**config.mk**
```make
export PLATFORM = sky130hd
export DESIGN_NAME = serial_add_sub
export DESIGN_NICKNAME = d
export VERILOG_FILES = /design/src/rtl/serial_add_sub.sv
export SDC_FILE = /design/constraint.sdc
export NUM_CORES = 1
export LEC_CHECK = 0
export BUFFER_PORTS_ARGS = -buffer_cell sky130_fd_sc_hd__buf_4
export CAP_MARGIN = 20
export CORE_ASPECT_RATIO = 1.1
export CORE_MARGIN = 1.5
export CORE_UTILIZATION = 41
export DETAILED_ROUTE_END_ITERATION = 8
export GPL_TIMING_DRIVEN = 1
export MAX_ROUTING_LAYER = met4
export SLEW_MARGIN = 20
export SYNTH_ARGS = -nofsm -noshare
export SYNTH_HDL_FRONTEND = slang
export SYNTH_SLANG_ARGS = --single-unit
```
**constraint.sdc**
```tcl
create_clock -name clk -period 3.95 [get_ports clk]
set_clock_uncertainty 0.15 [all_clocks]
set_input_delay 0.79 -clock clk [delete_from_list [all_inputs] [get_ports clk]]
set_output_delay 0.79 -clock clk [all_outputs]
set_load 0.02 [all_outputs]
```
**src/rtl/serial_add_sub.sv**
```systemverilog
// Digit-serial adder/subtractor: one DIGIT-bit slice per cycle, LSB slice first,
// with a valid/ready handshake on both the operand and the result side.
module serial_add_sub #(
   parameter int WIDTH = 14,
   parameter int DIGIT = 2
) (
   input  logic             clk,
   input  logic             rst,
   input  logic             in_valid,
   output logic             in_ready,
   input  logic             sub,
   input  logic [WIDTH-1:0] first_num,
   input  logic [WIDTH-1:0] second_num,
   output logic             out_valid,
   input  logic             out_ready,
   output logic [WIDTH-1:0] result,
   output logic             carry_out,
   output logic             overflow
);

   localparam int N  = WIDTH / DIGIT;
   localparam int CW = (N > 1) ? $clog2(N) : 1;

   generate
      if (DIGIT < 1 || DIGIT > WIDTH || (WIDTH % DIGIT) != 0) begin : g_bad_params
         $error("serial_add_sub: DIGIT must divide WIDTH and lie in 1..WIDTH");
      end
   endgenerate

   typedef enum logic [1:0] {IDLE, BUSY, DONE} state_t;

   state_t           r_state;
   state_t           w_next;
   logic [CW-1:0]    r_cnt;
   logic             r_carry;
   logic [WIDTH-1:0] r_a;
   logic [WIDTH-1:0] r_b;
   logic [WIDTH-1:0] r_res;
   logic             r_cout;
   logic             r_ovf;

   logic [DIGIT-1:0] w_a_sl;
   logic [DIGIT-1:0] w_b_sl;
   logic [DIGIT-1:0] w_sum;
   logic             w_cout;
   logic             w_cmsb;
   logic             w_last;

   assign w_last = (r_cnt == CW'(N - 1));

   always_ff @(posedge clk) begin
      if (rst) r_state <= IDLE;
      else     r_state <= w_next;
   end

   always_comb begin
      w_next = r_state;
      case (r_state)
         IDLE:    if (in_valid)  w_next = BUSY;
         BUSY:    if (w_last)    w_next = DONE;
         DONE:    if (out_ready) w_next = IDLE;
         default: w_next = IDLE;
      endcase
   end

   // Ripple full-add over the current slice; the carry into the slice MSB is
   // kept so the last slice can produce signed overflow.
   always_comb begin
      logic c;
      w_a_sl = r_a[int'(r_cnt) * DIGIT +: DIGIT];
      w_b_sl = r_b[int'(r_cnt) * DIGIT +: DIGIT];
      w_sum  = '0;
      w_cmsb = 1'b0;
      c      = r_carry;
      for (int i = 0; i < DIGIT; i++) begin
         w_sum[i] = w_a_sl[i] ^ w_b_sl[i] ^ c;
         if (i == DIGIT - 1) w_cmsb = c;
         c = (w_a_sl[i] & w_b_sl[i]) | (c & (w_a_sl[i] ^ w_b_sl[i]));
      end
      w_cout = c;
   end

   always_ff @(posedge clk) begin
      if (rst) begin
         r_cnt   <= '0;
         r_carry <= 1'b0;
         r_a     <= '0;
         r_b     <= '0;
         r_res   <= '0;
         r_cout  <= 1'b0;
         r_ovf   <= 1'b0;
      end else begin
         case (r_state)
            IDLE: begin
               if (in_valid) begin
                  // Subtraction as a + ~b + 1: the carry register supplies the +1.
                  r_a     <= first_num;
                  r_b     <= sub ? ~second_num : second_num;
                  r_carry <= sub;
                  r_cnt   <= '0;
               end
            end
            BUSY: begin
               r_res[int'(r_cnt) * DIGIT +: DIGIT] <= w_sum;
               r_carry <= w_cout;
               r_cnt   <= r_cnt + CW'(1);
               if (w_last) begin
                  r_cout <= w_cout;
                  r_ovf  <= w_cmsb ^ w_cout;
               end
            end
            default: ;
         endcase
      end
   end

   assign in_ready  = (r_state == IDLE);
   assign out_valid = (r_state == DONE);
   assign result    = r_res;
   assign carry_out = r_cout;
   assign overflow  = r_ovf;

endmodule

```
==> flow_summary.yaml <==
global_route:
  antenna_found_initial: 0
  grt_max_degree: 55
  grt_pass1_wl_um: 8720
  track_usage: 0.173
  grt_pass1_vias: 1847
  grt_overflow_total: 0
clocking:
  clk_latency_ns: 0.30
  cts_sinks: 50
  cts_buffer_depth: 2
  root_buffer: "clkbuf_8"
  post_cts_buffers: 0
  cts_tree: "done"
  numCtsBuffers: 5
  hold_buffers: 0
  ctsResizeCount: 0
  htreeDepth: 2
  path_clk_slew_ns: 0.08
timing:
  drv_slew: 0
  tns_ns: 0
  post-route-period-util: 0.743
  finalHoldViolCount: 0
  grt_setup_unrepaired: "no"
  fmax_mhz: 341
  slew_headroom: 0.472
  tightestPinTransition_ns: 0.786
  setup_viol: 0
  fin_crit_ns: 2.93
power:
  vdd_drop_max_v: 0.000158
  p_clk_frac: 0.333
  seqPwrFrac: 0.499
  power_density_nw_per_um2: 369
  leakage_nw: 1.16
  switching_power_mw: 0.276
  finalPower_mw: 1.10
  combPwrFrac: 0.168
  p_int_mw: 0.819
  netSwitchingFraction: 0.252
synth:
  syn_nets: 310
  synth_compound_area_frac: 0.135
  synth_cells: 269
  synth_ff_type: "dfxtp_1"
  syn_avg_cell_area_um2: 9.07
  post-synth-top-count-cell: "dfxtp_1"
  synth-edff-count: 0
  synth_fa_ha_area_frac: 0.0472
  synthDistinctLibCells: 32
  synthXorXnorAreaFrac: 0.0539
  synthSimpleGateAreaFrac: 0.206
  yosysTopAreaCellShare: 0.410
  seq_area_frac_synth: 0.410
  synth_top_family_by_area: "simple AND/OR/NAND/NOR gates"
  ys_top_cells_by_count: "dfxtp_1, nand2_1, mux2i_1, nor2_1, a21oi_1"
  synthTopCellsByArea: "dfxtp_1, mux2i_1, nand2_1"
  synthArstFlopShare: 0
  synth.area.mux_share: 0.109
  synth_warnings: 0
  syn-cell-area_um2: 2440
  yosys.area.top_type: "dfxtp_1"
  synth_seq_cells: 50
finish:
  areaGrowthSynthToFinish_pct: 21.7
  multiInputGateArea_um2: 1350
  ff_latch_area_um2: 1000
  final_nets: 350
  drive_above_1_share: 0.217
  fillers: 572
  n_antenna_cell: 0
floorplan:
  die_area_um2: 6420
  core_um2: 5770
  die_h_um: 83.9
  dieWidth_um: 76.5
  fp-row-count: 29
  initial_core_util: 0.423
  io_pins: 51
worst_setup_path:
  cp_max_fo: 12
  cpMaxStageDelayCell: "fa_1"
  r2r_slack_ns: 1.02
  cp-end-kind: "flip-flop"
  cp.required_ns: 4.03
  worst_r2r_path_depth: 7
  crit_chain: "mux2_2 > a221oi_1 > a221oi_1 > fa_1 > fa_1 > nand4bb_1 > a21oi_1"
  slowest_delay_ns: 0.62
  r2r-start: "r_cnt[1]"
  r2r-end: "result[7]"
  startpoint_type: "flip-flop"
  critPathKind: "reg2reg"
  crit_arrival_ns: 3.02
routing:
  drc_errors: 0
  ant_nets: 0
  route.detailed.wl_per_inst_um: 13.4
  first_pass_iters: 4
  drtIter0Drc: 89
  vias: 1980
  drt_wl_total_um: 5170
  viasPerCell: 5.13
worst_hold_path:
  holdPathEnd: "r_a[3]"
  min_path_cells: 2
  hp-class: "reg2reg"
  hold_start: "r_a[3]"
place:
  post-dp-hpwl_um: 3650
  routabilityCongestion: 0.815
  io_buffers: 50
status:
  status: "finished, final reports clean"
flow_run:
  drv_cap: 0
## cells in the final DEF (no fill, tap or decap), types with 2 or more instances in the layout
cell type,Yosys,routed
a21oi_1,21,21
a211oi_1,15,15
nor4bb_1,2,2
fa_1,2,2
nand2b_1,16,16
nor2_1,22,22
nor4b_1,4,4
dfxtp_1,50,50
nand2_1,36,36
nor3_1,3,3
inv_1,5,5
xnor2_1,14,14
mux2_2,4,4
ha_1,6,6
clkbuf_8,0,6
nor2b_1,3,3
o21ai_0,3,3
a221oi_1,8,8
buf_4,0,52
mux2i_1,22,22
nand4b_1,2,2
nand4bb_1,2,2
## registers in the layout (all words and copies together), names as in the netlist
register	flops
r_state	2
carry_out	1
r_cnt	3
r_b	14
result	14
r_carry	1
r_a	14
overflow	1
## cells by family (layout without fill, tap and decap cells)
family | after synthesis | in the layout
AND/OR/NAND/NOR | 96 | 96
adder cells (fa/ha/maj) | 8 | 8
buffers and inverters | 24 | 64
multiplexers | 26 | 26
flip-flops | 50 | 50
XOR/XNOR | 15 | 15
AO/OA/AOI/OAI | 50 | 50
## area by class of cell
cell class / count / share of cell area
Clock buffer: 6 / 0.0278
Clock inverter: 1 / 0.0101
Inverter: 5 / 0.00632
Multi-Input combinational cell: 195 / 0.454
Sequential cell: 50 / 0.337
Tap cell: 77 / 0.0325
Timing Repair Buffer: 52 / 0.132
## routing by layer
metal,global-route usage,wire [um]
met5,-,0
met4,0.0556,68
met3,0.0361,170
met2,0.277,2540
met1,0.219,2400
## worst max-delay path: cells and delay by family (launching register included)
kind	cells	cell delay, ns
multiplexers	1	0.39
AND/OR/NAND/NOR	1	0.12
adder cells (fa/ha/maj)	2	1.09
AO/OA/AOI/OAI	3	0.52
flip-flops	1	0.60
## worst max-delay path by stage
stage             start        end  depth (start not counted)
2_1_floorplan  r_cnt[1]   overflow                          9
3_3_place_gp   r_cnt[1]  result[7]                          7
3_5_place_dp   r_cnt[1]   overflow                          8
4_1_cts        r_cnt[1]  result[7]                          7
5_1_grt        r_cnt[1]  result[7]                          7
6_report       r_cnt[1]  result[7]                          7
## power groups by stage
stage / logic (mW) / clock network [mW] / registers (mW)
finish: 0.184 / 0.365 / 0.546
detailed placement: 0.186 / 0 / 0.558
floorplan: 0.127 / 0 / 0.554
global placement: 0.185 / 0 / 0.558
global route: 0.206 / 0.394 / 0.550
CTS: 0.187 / 0.377 / 0.546
## per-stage QoR
step,utilization,cell area (um2),setup WS (ns),cells,hold WS [ns]
3_5_place_dp,0.495,2860,1.01,379,0.297
5_1_grt,0.514,2970,0.808,386,0.334
6_report,0.514,2970,1.02,386,0.309
3_3_place_gp,0.495,2860,1.11,379,0.292
2_1_floorplan,-,2440,1.16,269,0.283
4_1_cts,0.514,2970,0.996,386,0.310
Power figures use the tool's default switching activity.
